<file path="config.mk">
export PLATFORM = sky130hd
export DESIGN_NAME = instr_fetch_queue_flat
export DESIGN_NICKNAME = d
export VERILOG_FILES = /design/src/rtl/fetch_pkg.sv /design/src/rtl/instr_fetch_queue_if.sv /design/src/rtl/instr_fetch_queue_fifo.sv /design/src/rtl/instr_fetch_queue.sv /design/src/flat_wrapper.sv
export SDC_FILE = /design/constraint.sdc
export NUM_CORES = 1
export LEC_CHECK = 0
export ABC_AREA = 0
export CAP_MARGIN = 20
export CORE_MARGIN = 2
export CORE_UTILIZATION = 53
export CTS_BUF_LIST = sky130_fd_sc_hd__clkbuf_4
export DETAILED_ROUTE_END_ITERATION = 7
export HOLD_SLACK_MARGIN = 0.15
export PLACE_DENSITY = 0.85
export SYNTH_ARGS = -nofsm -noshare
export SYNTH_HDL_FRONTEND = slang
export SYNTH_HIERARCHICAL = 1
export SYNTH_SLANG_ARGS = --single-unit
</file>
<file path="constraint.sdc">
create_clock -name clk -period 3.9 [get_ports clk]
set_input_delay 0.78 -clock clk [delete_from_list [all_inputs] [get_ports clk]]
set_output_delay 0.78 -clock clk [all_outputs]
set_load 0.05 [all_outputs]
</file>
<file path="src/rtl/fetch_pkg.sv">
// Shared fetch constants and the default-width fetch queue entry.
package fetch_pkg;

  localparam int unsigned INSTR_BYTES = 4;
  localparam int unsigned FETCH_XLEN  = 32;

  typedef struct packed {
    logic [FETCH_XLEN-1:0] pc;
    logic [FETCH_XLEN-1:0] instr;
  } fetch_entry_t;

endpackage

</file>
<file path="src/rtl/instr_fetch_queue_if.sv">
// Fetch block bus: redirect input, instruction-memory port and decode handshake.
interface instr_fetch_queue_if #(
  parameter int unsigned XLEN = 32,
  parameter int unsigned AW   = 10
);
  logic            redirect_valid;
  logic [XLEN-1:0] redirect_pc;
  logic            imem_req;
  logic [AW-1:0]   imem_addr;
  logic [XLEN-1:0] imem_rdata;
  logic            if_valid;
  logic            if_ready;
  logic [XLEN-1:0] if_instr;
  logic [XLEN-1:0] if_pc;

  modport master (
    input  redirect_valid, redirect_pc, imem_rdata, if_ready,
    output imem_req, imem_addr, if_valid, if_instr, if_pc
  );

  modport slave (
    output redirect_valid, redirect_pc, imem_rdata, if_ready,
    input  imem_req, imem_addr, if_valid, if_instr, if_pc
  );
endinterface

</file>
<file path="src/rtl/instr_fetch_queue_fifo.sv">
// Circular FIFO of fetch entries with flush; flush takes priority over push/pop.
module fetch_fifo
  import fetch_pkg::*;
#(
  parameter int unsigned DEPTH = 4,
  parameter type         T     = fetch_entry_t
) (
  input  logic                   clk,
  input  logic                   rst,
  input  logic                   flush,
  input  logic                   push,
  input  T                       push_data,
  input  logic                   pop,
  output T                       head,
  output logic [$clog2(DEPTH):0] count,
  output logic                   full,
  output logic                   empty
);
  localparam int unsigned PW = $clog2(DEPTH);

  T             mem_q [DEPTH];
  logic [PW-1:0] wr_ptr_q, wr_ptr_d;
  logic [PW-1:0] rd_ptr_q, rd_ptr_d;
  logic [PW:0]   count_q, count_d;
  logic          do_push, do_pop;

  // Next pointers/count; power-of-two depth lets pointers wrap naturally.
  always_comb begin
    full     = (count_q == (PW+1)'(DEPTH));
    empty    = (count_q == '0);
    do_pop   = pop && !empty;
    do_push  = push && (!full || do_pop);
    wr_ptr_d = wr_ptr_q;
    rd_ptr_d = rd_ptr_q;
    count_d  = count_q;
    if (do_push) wr_ptr_d = wr_ptr_q + PW'(1);
    if (do_pop)  rd_ptr_d = rd_ptr_q + PW'(1);
    if (do_push && !do_pop) count_d = count_q + (PW+1)'(1);
    if (do_pop && !do_push) count_d = count_q - (PW+1)'(1);
    if (flush) begin
      wr_ptr_d = '0;
      rd_ptr_d = '0;
      count_d  = '0;
    end
    head  = mem_q[rd_ptr_q];
    count = count_q;
  end

  // Pointer and count registers.
  always_ff @(posedge clk) begin
    if (rst) begin
      wr_ptr_q <= '0;
      rd_ptr_q <= '0;
      count_q  <= '0;
    end else begin
      wr_ptr_q <= wr_ptr_d;
      rd_ptr_q <= rd_ptr_d;
      count_q  <= count_d;
    end
  end

  // Entry storage; contents are only meaningful below count.
  always_ff @(posedge clk) begin
    if (do_push) mem_q[wr_ptr_q] <= push_data;
  end
endmodule

</file>
<file path="src/rtl/instr_fetch_queue.sv">
// Instruction fetch: PC register, request throttling, redirect handling and a fetch queue.
module instr_fetch_queue
  import fetch_pkg::*;
#(
  parameter int unsigned     XLEN     = 32,
  parameter int unsigned     IM_DEPTH = 1024,
  parameter int unsigned     FQ_DEPTH = 4,
  parameter logic [XLEN-1:0] RESET_PC = '0
) (
  input logic                 clk,
  input logic                 rst,
  instr_fetch_queue_if.master bus
);
  localparam int unsigned AW = $clog2(IM_DEPTH);
  localparam int unsigned CW = $clog2(FQ_DEPTH) + 1;

  typedef struct packed {
    logic [XLEN-1:0] pc;
    logic [XLEN-1:0] instr;
  } entry_t;

  logic [XLEN-1:0] fetch_pc_q, fetch_pc_d;
  logic            inflight_q, inflight_d;
  logic [XLEN-1:0] inflight_pc_q, inflight_pc_d;

  logic [XLEN-1:0] req_pc;
  logic [CW-1:0]   occupancy;
  logic            req;
  logic            fifo_push, fifo_pop, fifo_full, fifo_empty;
  logic [CW-1:0]   fifo_count;
  entry_t          push_entry, head_entry;
  logic            valid;

  // Request/redirect control and decode-side outputs.
  always_comb begin
    req_pc    = bus.redirect_valid ? (bus.redirect_pc & ~XLEN'(3)) : fetch_pc_q;
    occupancy = fifo_count + CW'(inflight_q);
    // A redirect flushes everything, so it always has room to issue.
    req       = !rst && (bus.redirect_valid || (occupancy < CW'(FQ_DEPTH)));

    fetch_pc_d    = req ? (req_pc + XLEN'(INSTR_BYTES)) : req_pc;
    inflight_d    = req;
    inflight_pc_d = req_pc;

    valid      = !fifo_empty && !rst && !bus.redirect_valid;
    fifo_pop   = valid && bus.if_ready;
    fifo_push  = inflight_q && !bus.redirect_valid && !rst && (!fifo_full || fifo_pop);
    push_entry = '{pc: inflight_pc_q, instr: bus.imem_rdata};

    bus.imem_req  = req;
    bus.imem_addr = req_pc[2 +: AW];
    bus.if_valid  = valid;
    bus.if_pc     = valid ? head_entry.pc    : '0;
    bus.if_instr  = valid ? head_entry.instr : '0;
  end

  // PC and in-flight tracking registers.
  always_ff @(posedge clk) begin
    if (rst) begin
      fetch_pc_q    <= RESET_PC;
      inflight_q    <= 1'b0;
      inflight_pc_q <= '0;
    end else begin
      fetch_pc_q    <= fetch_pc_d;
      inflight_q    <= inflight_d;
      inflight_pc_q <= inflight_pc_d;
    end
  end

  fetch_fifo #(
    .DEPTH (FQ_DEPTH),
    .T     (entry_t)
  ) u_fifo (
    .clk       (clk),
    .rst       (rst),
    .flush     (bus.redirect_valid),
    .push      (fifo_push),
    .push_data (push_entry),
    .pop       (fifo_pop),
    .head      (head_entry),
    .count     (fifo_count),
    .full      (fifo_full),
    .empty     (fifo_empty)
  );
endmodule

</file>
<file path="src/flat_wrapper.sv">
// flat-port wrapper written by rule: the top's interface ports become plain ports
module instr_fetch_queue_flat import fetch_pkg::*;
#(
  parameter int unsigned     XLEN     = 32,
  parameter int unsigned     IM_DEPTH = 1024,
  parameter int unsigned     FQ_DEPTH = 4,
  parameter logic [XLEN-1:0] RESET_PC = '0
)
  (clk, rst, bus_redirect_valid, bus_redirect_pc, bus_imem_rdata, bus_if_ready, bus_imem_req, bus_imem_addr, bus_if_valid, bus_if_instr, bus_if_pc);
  instr_fetch_queue_if #(.XLEN(XLEN), .AW(10)) bus_i ();
  input logic clk;
  input logic rst;
  input wire logic [$bits(bus_i.redirect_valid)-1:0] bus_redirect_valid;
  input wire logic [$bits(bus_i.redirect_pc)-1:0] bus_redirect_pc;
  input wire logic [$bits(bus_i.imem_rdata)-1:0] bus_imem_rdata;
  input wire logic [$bits(bus_i.if_ready)-1:0] bus_if_ready;
  output wire logic [$bits(bus_i.imem_req)-1:0] bus_imem_req;
  output wire logic [$bits(bus_i.imem_addr)-1:0] bus_imem_addr;
  output wire logic [$bits(bus_i.if_valid)-1:0] bus_if_valid;
  output wire logic [$bits(bus_i.if_instr)-1:0] bus_if_instr;
  output wire logic [$bits(bus_i.if_pc)-1:0] bus_if_pc;
  assign bus_i.redirect_valid = bus_redirect_valid;
  assign bus_i.redirect_pc = bus_redirect_pc;
  assign bus_i.imem_rdata = bus_imem_rdata;
  assign bus_i.if_ready = bus_if_ready;
  assign bus_imem_req = bus_i.imem_req;
  assign bus_imem_addr = bus_i.imem_addr;
  assign bus_if_valid = bus_i.if_valid;
  assign bus_if_instr = bus_i.if_instr;
  assign bus_if_pc = bus_i.if_pc;
  instr_fetch_queue #(.XLEN(XLEN), .IM_DEPTH(IM_DEPTH), .FQ_DEPTH(FQ_DEPTH), .RESET_PC(RESET_PC)) u_core (.clk(clk), .rst(rst), .bus(bus_i));
endmodule
</file>
# Word level (Yosys, flattened, before mapping)

Memories as Yosys holds them, arrays and structs flattened. A register that Yosys moved wholly into a read port is not among the register bits.
Index checks and enable logic that the tools add are counted.
W data, S select, Z words.

Register bits after elaboration: 72
RAM bits: 256
Bits of input ports: 68
Output and inout bits: 76
Logic and storage cells: 48
Memories: 1

$add $sub $neg: 6
Magnitude comparators: 1
Eq/ne operators: 1
Mux-type cells: 10
Reduce and logical (&&, ||, !) cells: 23

Memories:

| memory              | words | width | read ports | clocked after memory_dff | write ports | line                         | text |
|---|---|---|---|---|---|---|---|
| u_core.u_fifo.mem_q | 4     | 64    | 1          | 1                        | 1           | instr_fetch_queue_fifo.sv:21 | `T mem_q [DEPTH];` |

Operators by type and width:

| cell                    | number |
|---|---|
| $mux W32                | 4 |
| $add A32 B3 Y32 const B | 1 |
| $logic_and A1 B1 Y1     | 11 |
| $logic_not A1 Y1        | 6 |
| $mux W3                 | 2 |
| $add A2 B1 Y2 const B   | 2 |
| $mux W2                 | 2 |
| $add A3 B1 Y3           | 1 |
| $add A3 B1 Y3 const B   | 1 |
| $eq A3 B3 Y1 const B    | 1 |
| $logic_not A3 Y1        | 1 |
| $logic_or A1 B1 Y1      | 3 |
| $lt A3 B3 Y1 const B    | 1 |
| $sub A3 B1 Y3 const B   | 1 |
| $mux W1                 | 2 |
| $reduce_bool A2 Y1      | 1 |
| $reduce_or A2 Y1        | 1 |

# Depth between registers and ports, before layout

Gate-level depths: netlist of the first run.

Depth after elaboration: 11
Gate-level depth with buffers: 12
Mapped depth without buffers: 9

# By module

The synthesis of the first run kept the hierarchy.

Modules (own cells, without submodules):

| module            | times used | cells an instance | area each (um2) | sequential area each (um2) |
|---|---|---|---|---|
| fetch_fifo        | 1          | 392               | 9,776.9         | 7,867.5 |
| instr_fetch_queue | 1          | 379               | 3,245.6         | 1,221.2 |

# Worst setup path after synthesis of the first run

Ideal clock, no wire load.

Path type: input -> register
From: input bus_redirect_valid
To: memory u_core/u_fifo/mem_q[0][0] (netlist bit), enable pin
Library setup time: 0.429 ns
Data arrival time: 3.752 ns
Path slack: -0.281 ns
Stages on the path: 9
Path buffers: 5
Cells stage by stage: buf_6 buf_2 buf_2 buf_1 nor3_1 o21a_1 buf_6 nor2b_2 and2_1

Word-level cells in the longest chain between the ends: 8

RTL lines:

| item                            | line                                             | text |
|---|---|---|
| start, declared                 | flat_wrapper.sv:13                               | `input wire logic [$bits(bus_i.redirect_valid)-1:0] bus_redirect_valid;` |
| $logic_not A1 Y1 *              | instr_fetch_queue.sv:45, instr_fetch_queue.sv:47 |  |
| $logic_and A1 B1 Y1             | instr_fetch_queue.sv:45                          | `valid = !fifo_empty && !rst && !bus.redirect_valid;` |
| $logic_and A1 B1 Y1             | instr_fetch_queue.sv:46                          | `fifo_pop = valid && bus.if_ready;` |
| $logic_or A1 B1 Y1              | instr_fetch_queue.sv:47                          | `fifo_push = inflight_q && !bus.redirect_valid && !rst && (!fifo_full \|\| fifo_pop);` |
| $logic_and A1 B1 Y1 *           | instr_fetch_queue.sv:47                          |  |
| via u_core.fifo_push            | instr_fetch_queue.sv:29                          | `logic fifo_push, fifo_pop, fifo_full, fifo_empty;` |
| $logic_and A1 B1 Y1 *           | instr_fetch_queue_fifo.sv:32                     | `do_push = push && (!full \|\| do_pop);` |
| $mux W1 *                       | instr_fetch_queue_fifo.sv:64                     | `if (do_push) mem_q[wr_ptr_q] <= push_data;` |
| $mux W1 (implied by the code) * | instr_fetch_queue_fifo.sv:64                     |  |
| end, declared                   | instr_fetch_queue_fifo.sv:21                     |  |

The timed path passes the listed nets; every way through them passes the cells marked *.

==> key figures, run 1 <==
Run status
  • Outcome: finished clean

Hold path
  • Type of the worst min-delay path: register to register

Clock tree
  • TritonCTS buffer count: 83
  • # resized after CTS: 0
  • Clock tree from TritonCTS: yes
  • H-tree level count: 3
  • Clock latency at the later pin of the worst-skew pair: between 0.6 and 0.7 ns
  • Post-cts hold buffer count: 0
  • Clock slew at reported path FFs: approximately 0.060 ns
  • Sinks on the clock net: 326
  • Setup bufs post-CTS: 0
  • Longest Clk Path Bufs: 3
  • Master cell of the clock root buffer: sky130_fd_sc_hd__clkbuf_4

Pwr
  • Part of the total power dissipated in the clock network: 40.3%
  • Design internal power: 5498 uW
  • Switching Power: ~1500 uW
  • Power density over the cells: 439.7 mW/mm2
  • Peak ir drop on the vdd network: 0.2126 mV
  • Sequential power share: a little under three fifths
  • Net Sw Frac: 21.50%
  • Part of the power in combinational logic: under 10%
  • Cell leakage power: 0.005575 uW

Final layout
  • Final-layout fill cell count: 1723
  • Reg area: 0.009094 mm2
  • Share of cells above drive strength 1: a little over a quarter
  • Area of the multi-input gates: approximately 0.0036 mm2
  • Synthesis-to-layout area growth: 22.31%
  • Post-layout nets: 1053
  • Final std cell area, no fill: 0.01593 mm2
  • Post-route core utilization: 65.69%

Yosys
  • FFs w/ async S/R, synth: 0%
  • Adder-Cell Fraction of Synth Area: 0.6341%
  • Seq cells post-synth: 326
  • Cell area after synthesis: 0.01302 mm2
  • Main combinational cell family by area after synthesis: multiplexers
  • Fraction of the yosys area taken by sequential cells: between 60% and 70%
  • Post-Synthesis Mean Instance Area: 16.89 um2
  • Post-Synth XOR/XNOR Area: 0.7398%
  • Compound-cell area share of the yosys netlist: around 2.2%
  • Count of cell types in the netlist: 57
  • Number of flops mapped to enable cells by yosys: 256
  • Cell count after synthesis: 771
  • Simple logic cell fraction of the synthesized area: 9.397%
  • Mux contribution to synthesized area: around 15%
  • Main synth FF type: sky130_fd_sc_hd__edfxtp_1
  • Yosys synthesis warning count: 6

Critical path
  • Crit path cell chain: buf_12 > mux4_2 > and2_1 > clkdlybuf4s50_1
  • Standard cell with the maximum stage delay on the critical path: sky130_fd_sc_hd__clkdlybuf4s50_1
  • Critical Path AT: 2.89 ns
  • Largest delay contributor family on the critical path: buffers and inverters
  • Startpoint class of the critical path: register
  • Data required, critical path: 3.12 ns
  • Capturing element type of the critical path: output pin
  • CP Max Fanout: 24
  • Largest stage delay on the critical path: 0.70 ns
  • Number of buffers and inverters on the critical path: 2
  • Path type of the worst setup path: register to output pin

Drt
  • Routed wire per std cell: between 15 and 20 um
  • Total detailed-routing wirelength: 24.66 mm
  • Initial DRC count: 536
  • Router iterations before antenna repair: 5
  • Vias after detailed routing: 7372
  • Number of antenna-violating nets in the routed design: 0
  • Vias per Instance: about 5.4
  • Number of remaining DRC errors: 0

STA
  • Timing-limited maximum frequency: 272.3 MHz
  • Final Skew: between 0.02 and 0.03 ns
  • RSZ-0062 raised after global routing: false
  • Slew margin rel.: 64.18%
  • Setup TNS: 0 ns
  • Count of final hold-check violations: 0
  • Number of max-slew violations in the final report: 0
  • Post-route clock period utilization: between 90% and 100%
  • Measured slew at the worst slew-check pin: 0.5224 ns
  • Post-layout min period: between 3 and 4 ns
  • Setup violations, final: 0
  • Setup ws final: 0.2271 ns

Die
  • Count of boundary I/O pins: roughly 140
  • Core outline area: 0.02425 mm2
  • Horizontal die dimension: 160.8 um
  • Row count: 57
  • DIE HEIGHT: approximately 160 um
  • Initial cell density of the core: a little over half
  • Area of the die: 0.02584 mm2

Global route
  • First-pass GRT wire length: 38.87 mm
  • Maximum number of pins on one net before global-route repair: 67
  • Number of antenna violations at the first check in global routing: 1
  • GR Overflow Total: 0
  • Overall global routing resource usage: 19.39%
  • Via count of the first global-routing pass: 7582

Job
  • Max capacitance violation total: 0

Place
  • RePlAce Congestion: 0.8433
  • Post-placement worst setup slack: 0.5137 ns
  • Sum of net half-perimeters after detailed placement: 15.51 mm
  • Post-Place Cell Area: 0.01484 mm2
  • # port buffers: 141
-- layout make-up --
class,count,share of cell area [%]
diodes,2,0.03142
clock buffers,124,5.844
clock inverters,29,0.9348
inverters,18,0.4242
multi-input cells,386,22.77
flip-flops and latches,326,57.09
well taps,324,2.545
repair buffers,164,10.36
-- power groups by stage --
stage                     clock (uW)  sequential (uW)  combinational, uW
after floorplan                    0             3910                198
after global placement             0             3920                325
after detailed placement           0             3920                331
after CTS                       2930             3850                334
after global routing            3110             3850                359
final                           2820             3850                333
-- path summary, 6_finish.rpt --
kind                             from                    endpoint  slack [ns]  cells past startpoint
max                          register             bus_if_instr[6]        0.23                      4
min reg2reg  u_core/inflight_pc_q[28]  u_core/u_fifo/mem_q[0][60]        0.48                      0
min          u_core/inflight_pc_q[28]  u_core/u_fifo/mem_q[0][60]        0.48                      0
max reg2reg    u_core/u_fifo/count[0]   u_core/u_fifo/mem_q[3][0]        0.89                      8
-- flip-flops by register name, summed over array words and instances (netlist names), named ones only --
signal	cells
u_core/u_fifo/mem_q	256
u_core/fetch_pc_q	30
u_core/inflight_q	1
u_core/u_fifo/wr_ptr_q	2
u_core/u_fifo/count	3
u_core/u_fifo/rd_ptr_q	2
u_core/inflight_pc_q	30
-- through the flow --
step	hold slack (ns)	power, uW	cells
final	0.4765	7004	1373
after global placement	0.4498	4242	1218
after CTS	0.4652	7111	1371
after floorplan	0.4383	4110	778
after global routing	0.4713	7325	1373
after detailed placement	0.4659	4255	1218
-- cell usage in the layout, fill, tap and decap left out, drive strengths merged, types with 3 or more instances in the layout --
| cell type | n |
|---|---|
| a21oi | 6 |
| a22oi | 3 |
| a31oi | 3 |
| and2 | 70 |
| buf | 56 |
| clkbuf | 124 |
| clkdlybuf4s50 | 108 |
| clkinv | 25 |
| conb | 8 |
| dfxtp | 70 |
| edfxtp | 256 |
| ha | 5 |
| inv | 20 |
| mux2 | 14 |
| mux2i | 29 |
| mux4 | 64 |
| nand2 | 18 |
| nand2b | 5 |
| nand3 | 14 |
| nand3b | 5 |
| nand4 | 9 |
| nand4b | 4 |
| nor2 | 48 |
| nor2b | 10 |
| nor3 | 17 |
| nor4 | 6 |
| nor4b | 3 |
| o21a | 3 |
| o21ai | 7 |
| o31a | 5 |
| xnor2 | 8 |
| xor2 | 3 |
-- worst reg2reg max path, delay by kind of cell (launching register included) --
kind / cells / cell delay [ns]
flip-flops: 1 / 0.54
buffers and inverters: 2 / 0.61
AO/OA/AOI/OAI: 1 / 0.19
AND/OR/NAND/NOR: 5 / 1.35
-- per-layer routing --
| layer | global-route usage (%) | wire length [um] | vias up |
|---|---|---|---|
| met5 | 0 | 0 | - |
| met4 | 7.630 | 459 | 0 |
| met3 | 4.494 | 1583 | 40 |
| met2 | 31.60 | 12070 | 275 |
| met1 | 25.63 | 10550 | 3626 |
| li1 | - | - | 3431 |
-- Yosys cell counts (all sizes together), types with 6 or more instances --
cell	instances	area share, %
a21oi	6	0.23
and2	70	3.4
buf	32	1.7
clkbuf	16	0.46
dfxtp	70	11
edfxtp	256	59
inv	18	0.52
mux2	14	1.2
mux2i	29	2.2
mux4	64	11
nand2	18	0.52
nand3	14	0.54
nand4	9	0.43
nor2	48	1.4
nor2b	10	0.50
nor3	17	0.73
nor4	6	0.34
o21ai	7	0.27
xnor2	8	0.54
-- kinds of logic (layout without fill, tap and decap cells) --
family                   Yosys count  in the layout
buffers and inverters             66            335
flip-flops                       326            326
AND/OR/NAND/NOR                  215            215
XOR/XNOR                          11             11
other                              1             10
AO/OA/AOI/OAI                     39             39
adder cells (fa/ha/maj)            6              6
multiplexers                     107            107
(Power assumes the default switching activity.)
==> run 2, diff against run 1 <==
--- a/config.mk
+++ b/config.mk
@@ -8,11 +8,11 @@
 export ABC_AREA = 0
 export CAP_MARGIN = 20
 export CORE_MARGIN = 2
-export CORE_UTILIZATION = 53
+export CORE_UTILIZATION = 50
 export CTS_BUF_LIST = sky130_fd_sc_hd__clkbuf_4
 export DETAILED_ROUTE_END_ITERATION = 7
 export HOLD_SLACK_MARGIN = 0.15
-export PLACE_DENSITY = 0.85
+export PLACE_DENSITY = 0.81
 export SYNTH_ARGS = -nofsm -noshare
 export SYNTH_HDL_FRONTEND = slang
 export SYNTH_HIERARCHICAL = 1
==> run 2 against run 1 <==
Effect of this change:
- maximum frequency rose by 8.5%
- clock skew rose by 0.029 ns
- die area grew 5.8%
- routed wire length down 0.50%
- first-iteration DRC count is 1.3% lower
- combinational power about the same
- global-route usage shrank 0.61 points
- sequential share of layout area decreased by 1.4 points
- critical endpoint is now bus_imem_addr[6]
==> key figures, run 2 (synthesis results as in run 1) <==
Run status
  • Outcome: finished clean

Global route
  • Global-route met3 utilization: slightly above 4%
  • GR Util met2: between 30% and 40%
  • Layer with the highest usage: met2
  • First-pass GRT wire length: 39.07 mm
  • Number of antenna violations at the first check in global routing: 1
  • GR Overflow Total: 0
  • Maximum number of pins on one net before global-route repair: 66
  • Via count of the first global-routing pass: 7649
  • Met1 track demand over resource: 25.14%
  • Overall global routing resource usage: 18.78%

Drt
  • Total detailed-routing wirelength: about 25 mm
  • Initial DRC count: 529
  • Routed wire per std cell: 17.95 um
  • Vias after detailed routing: 7241
  • Number of remaining DRC errors: 0
  • Router iterations before antenna repair: 5
  • Vias per Instance: 5.297
  • Number of antenna-violating nets in the routed design: 0

Final layout
  • Final-layout fill cell count: about 1.9k
  • Largest reg by FF count: u_core/u_fifo/mem_q
  • Largest regs: u_core/u_fifo/mem_q (256), u_core/fetch_pc_q (30), u_core/inflight_pc_q (30)
  • Synthesis-to-layout area growth: 25.36%
  • Reg area: slightly above 0.009 mm2
  • Area of the multi-input gates: 0.003626 mm2
  • Most common cell after layout, fill and taps aside: sky130_fd_sc_hd__edfxtp_1
  • Max reg flops: ~260
  • Commonest cells after routing, fill and taps aside: sky130_fd_sc_hd__edfxtp_1, sky130_fd_sc_hd__clkbuf_4, sky130_fd_sc_hd__clkdlybuf4s50_1
  • Post-layout nets: 1047
  • Share of cells above drive strength 1: between 20% and 30%
  • Final std cell area, no fill: 0.01632 mm2

Pwr
  • Design internal power: 5564 uW
  • Peak ir drop on the vdd network: 0.2455 mV
  • Net Sw Frac: 21.01%
  • Power density over the cells: 431.5 mW/mm2
  • Switching Power: 1480 uW
  • Part of the total power dissipated in the clock network: 40.7%
  • Cell leakage power: 0.005715 uW
  • Sequential power share: 54.6%
  • Part of the power in combinational logic: around 4.7%

Die
  • Count of boundary I/O pins: between 100 and 150
  • Row count: between 50 and 60
  • Area of the die: 0.02735 mm2
  • DIE HEIGHT: 165.4 um
  • Core outline area: 0.02584 mm2
  • Horizontal die dimension: 165.4 um
  • Initial cell density of the core: between 50% and 60%

Clock tree
  • Master cell of the clock root buffer: sky130_fd_sc_hd__clkbuf_4
  • Setup bufs post-CTS: 0
  • H-tree level count: 3
  • Post-cts hold buffer count: 0
  • Clock tree from TritonCTS: yes
  • Clock latency at the later pin of the worst-skew pair: 0.67 ns
  • Clock slew at reported path FFs: 0.06 ns
  • Sinks on the clock net: 326
  • Longest Clk Path Bufs: 3
  • TritonCTS buffer count: 80
  • # resized after CTS: 0

STA
  • Worst hold slack after final layout: approximately 0.46 ns
  • RSZ-0062 raised after global routing: false
  • Count of final hold-check violations: 0
  • Post-route clock period utilization: between 80% and 90%
  • Post-layout min period: between 3 and 4 ns
  • Slew margin rel.: 57.95%
  • Measured slew at the worst slew-check pin: 0.6308 ns
  • Number of max-slew violations in the final report: 0
  • Timing-limited maximum frequency: about 300 MHz
  • Setup TNS: 0 ns
  • Setup violations, final: 0
  • Setup ws final: 0.5163 ns
  • Final Skew: 0.05506 ns

Place
  • # port buffers: 141
  • Post-Place Cell Area: 0.01526 mm2
  • Post-placement worst setup slack: 0.4304 ns
  • Sum of net half-perimeters after detailed placement: approximately 16 mm
  • RePlAce Congestion: between 0.8 and 0.9

Hold path
  • Type of the worst min-delay path: register to register
  • Cell depth of the worst hold path: 0

Critical path
  • Worst R2R Setup Slack: 1.07 ns
  • Data required, critical path: 3.12 ns
  • Critical Path AT: 2.60 ns
  • Startpoint class of the critical path: primary input
  • Path type of the worst setup path: primary input to output pin
  • Capturing element type of the critical path: output pin
  • Worst R2R Path Depth: 7
  • CP Max Fanout: 42

Job
  • Max capacitance violation total: 0
==> run 2: cell count changes in the layout (fill, tap and decap cells not counted), sizes merged <==
cell	before	now
diode	2	1
clkinvlp	1	0
clkbuf	124	112
clkdlybuf4s50	108	73
bufinv	1	4
clkinv	25	22
buf	56	88
==> run 2: area by class of cell <==
cell class | count | area share (%)
antenna | 1 | 0.01533
clock buffer | 112 | 5.151
clock inverter | 28 | 1.380
inverter | 18 | 0.4139
multi-input combinational | 386 | 22.21
sequential | 326 | 55.71
tap | 335 | 2.568
timing repair buffer | 161 | 12.55
==> run 2: per-stage QoR <==
step,power [uW],std cells,utilization [%]
final,7044,1367,63.18
after CTS,7143,1366,63.17
after detailed placement,4255,1226,59.05
after global routing,7347,1367,63.18
after floorplan,4110,778,-
after global placement,4242,1226,59.05
==> run 2: path summary, 6_finish.rpt <==
kind / to / startpoint
setup / recovery: bus_imem_addr[6] / bus_redirect_valid
hold / removal: u_core/u_fifo/mem_q[0][51] / u_core/inflight_pc_q[19]
setup reg to reg: u_core/u_fifo/mem_q[2][36] / u_core/u_fifo/count[2]
hold reg to reg: u_core/u_fifo/mem_q[0][51] / u_core/inflight_pc_q[19]
==> run 2: worst max-delay path, cell delays in order <==
cell	delay [ns]
sky130_fd_sc_hd__buf_2	0.42
sky130_fd_sc_hd__buf_12	0.30
sky130_fd_sc_hd__mux2_2	0.38
sky130_fd_sc_hd__clkdlybuf4s50_1	0.70
==> run 2: layer usage <==
metal  part of all wire, %  vias up
li1                      -     3405
met4                   1.5        0
met1                    44     3566
met2                    48      242
met3                   6.0       28
met5                     0        -
==> run 2: power groups by stage <==
stage          clock network [uW]  registers [uW]  logic [uW]
6_report                     2860            3850         332
5_1_grt                      3130            3850         361
4_1_cts                      2960            3850         334
3_5_place_dp                    0            3920         332
3_3_place_gp                    0            3920         325
2_1_floorplan                   0            3910         198
==> run 3, diff against run 2 <==
--- a/config.mk
+++ b/config.mk
@@ -7,12 +7,15 @@
 export LEC_CHECK = 0
 export ABC_AREA = 0
 export CAP_MARGIN = 20
+export CELL_PAD_IN_SITES_DETAIL_PLACEMENT = 1
+export CELL_PAD_IN_SITES_GLOBAL_PLACEMENT = 2
 export CORE_MARGIN = 2
-export CORE_UTILIZATION = 50
+export CORE_UTILIZATION = 39
 export CTS_BUF_LIST = sky130_fd_sc_hd__clkbuf_4
 export DETAILED_ROUTE_END_ITERATION = 7
 export HOLD_SLACK_MARGIN = 0.15
-export PLACE_DENSITY = 0.81
+export PLACE_DENSITY = 0.84
+export SKIP_CTS_REPAIR_TIMING = 1
 export SYNTH_ARGS = -nofsm -noshare
 export SYNTH_HDL_FRONTEND = slang
 export SYNTH_HIERARCHICAL = 1
==> run 3 against run 2 <==
Effect of this change:
- die area up 27%
- cell count up 9.4%
- hold slack worse by 0.064 ns
==> key figures, run 3 (synthesis results as in run 1) <==
Die
  • Row count: 66
  • Area of the die: roughly 0.035 mm2
  • DIE HEIGHT: 186.7 um
  • Initial cell density of the core: 39.82%
  • Core outline area: 0.03270 mm2
  • Count of boundary I/O pins: between 100 and 150
  • Horizontal die dimension: around 190 um

Global route
  • Maximum number of pins on one net before global-route repair: 66
  • Overall global routing resource usage: about 17%
  • Number of antenna violations at the first check in global routing: 1
  • Via count of the first global-routing pass: 8150
  • GR Overflow Total: 0
  • First-pass GRT wire length: about 45 mm

Drt
  • Router iterations before antenna repair: 4
  • Number of antenna-violating nets in the routed design: 0
  • Total detailed-routing wirelength: 28.27 mm
  • Vias per Instance: a little under 5
  • Initial DRC count: 386
  • Number of remaining DRC errors: 0
  • Vias after detailed routing: 7385
  • Routed wire per std cell: 18.90 um

Critical path
  • Path type of the worst setup path: primary input to output pin
  • Largest stage delay on the critical path: 0.72 ns
  • Capturing element type of the critical path: output pin
  • Critical Path AT: ~2.6 ns
  • Startpoint class of the critical path: primary input
  • Data required, critical path: 3.12 ns
  • CP Max Fanout: 47
  • Largest delay contributor family on the critical path: buffers and inverters
  • Crit path cell chain: buf_2 > buf_12 > mux2i_1 > inv_1 > clkdlybuf4s50_1
  • Number of buffers and inverters on the critical path: 4
  • Standard cell with the maximum stage delay on the critical path: sky130_fd_sc_hd__clkdlybuf4s50_1

Final layout
  • Largest reg by FF count: u_core/u_fifo/mem_q
  • Final-layout fill cell count: roughly 3.2k
  • Max reg flops: about 260
  • Share of cells above drive strength 1: 30.89%
  • Commonest cells after routing, fill and taps aside: sky130_fd_sc_hd__edfxtp_1, sky130_fd_sc_hd__clkbuf_4, sky130_fd_sc_hd__clkdlybuf4s50_1
  • Largest regs: u_core/u_fifo/mem_q (256), u_core/fetch_pc_q (30), u_core/inflight_pc_q (30)
  • Most common cell after layout, fill and taps aside: sky130_fd_sc_hd__edfxtp_1
  • Synthesis-to-layout area growth: 28.63%
  • Post-layout nets: ~1.1k
  • Area of the multi-input gates: 0.003626 mm2
  • Non-Filler Instances: 1496
  • Reg area: 0.009096 mm2

Hold path
  • Type of the worst min-delay path: primary input to register

Pwr
  • Design internal power: 5591 uW
  • Part of the total power dissipated in the clock network: 41.6%
  • Switching Power: 1577 uW
  • Sequential power share: 53.7%
  • Net Sw Frac: 22.00%
  • Part of the power in combinational logic: 4.8%
  • Power density over the cells: 427.9 mW/mm2
  • Peak ir drop on the vdd network: 0.2168 mV
  • Cell leakage power: 0.005823 uW

Run status
  • Outcome: finished clean

STA
  • Count of final hold-check violations: 0
  • Final Skew: 0.05643 ns
  • RSZ-0062 raised after global routing: false
  • Slew margin rel.: 57.90%
  • Setup TNS: 0 ns
  • Number of max-slew violations in the final report: 0
  • Timing-limited maximum frequency: 294.1 MHz
  • Setup violations, final: 0
  • Post-layout min period: 3.400 ns
  • Post-route clock period utilization: 87.17%
  • Measured slew at the worst slew-check pin: 0.6316 ns

Clock tree
  • Clock latency at the later pin of the worst-skew pair: 0.69 ns
  • Master cell of the clock root buffer: sky130_fd_sc_hd__clkbuf_4
  • H-tree level count: 3
  • Clock slew at reported path FFs: 0.06 ns
  • Clock tree from TritonCTS: yes
  • Sinks on the clock net: 326
  • Longest Clk Path Bufs: 3
  • TritonCTS buffer count: 87

Job
  • Max capacitance violation total: 0

Place
  • RePlAce Congestion: roughly 0.8
  • # port buffers: 141
  • Total instance count after detailed placement: 1336
  • Sum of net half-perimeters after detailed placement: 18.19 mm
[run 3: cell types whose count changed in the layout (fill, tap and decap cells not counted), sizes merged]
cell,before,now
buf,88,91
clkinv,22,19
clkbuf,112,133
clkinvlp,0,2
inv,20,21
diode,1,2
bufinv,4,1
[run 3: worst paths after layout]
kind / slack [ns] / cells past startpoint / end / start
max: 0.50 / 5 / bus_imem_addr[3] / bus_redirect_valid
min: 0.40 / 2 / u_core/inflight_q / rst
max reg2reg: 1.14 / 7 / u_core/u_fifo/mem_q[3][55] / u_core/u_fifo/count[0]
min reg2reg: 0.47 / 0 / u_core/u_fifo/mem_q[2][35] / u_core/inflight_pc_q[3]
[run 3: metrics by stage]
stage / hold slack (ns) / total power, uW / instance area, um2 / worst slack (ns) / utilization (%)
2_1_floorplan: 0.4383 / 4110 / 13050 / 0.4139 / -
3_3_place_gp: 0.4456 / 4252 / 15620 / 0.5158 / 47.75
3_5_place_dp: 0.4673 / 4267 / 15620 / 0.4697 / 47.75
4_1_cts: 0.3156 / 7296 / 16750 / 0.3992 / 51.21
5_1_grt: 0.3483 / 7501 / 16750 / 0.3053 / 51.22
6_report: 0.4009 / 7168 / 16750 / 0.5002 / 51.22
[run 3: layout make-up]
class | instances | area share (%)
antenna | 2 | 0.02988
clock buffer | 133 | 5.961
clock inverter | 25 | 0.7918
inverter | 18 | 0.4033
multi-input combinational | 386 | 21.65
sequential | 326 | 54.30
tap | 442 | 3.301
timing repair buffer | 164 | 13.56
[run 3: layer usage]
layer	share of wire [%]	up-vias	wire (um)	global-route usage, %
met5	0	-	0	0
met1	44	3689	12300	21.01
met3	5.5	45	1555	4.401
met4	1.9	0	546	6.013
met2	49	221	13870	27.52
li1	-	3430	-	-
[run 3: power groups by stage]
stage	sequential [uW]	combinational (uW)	clock [uW]
2_1_floorplan	3910	198	0
3_5_place_dp	3920	343	0
3_3_place_gp	3920	335	0
4_1_cts	3850	345	3100
6_report	3850	341	2980
5_1_grt	3850	371	3280
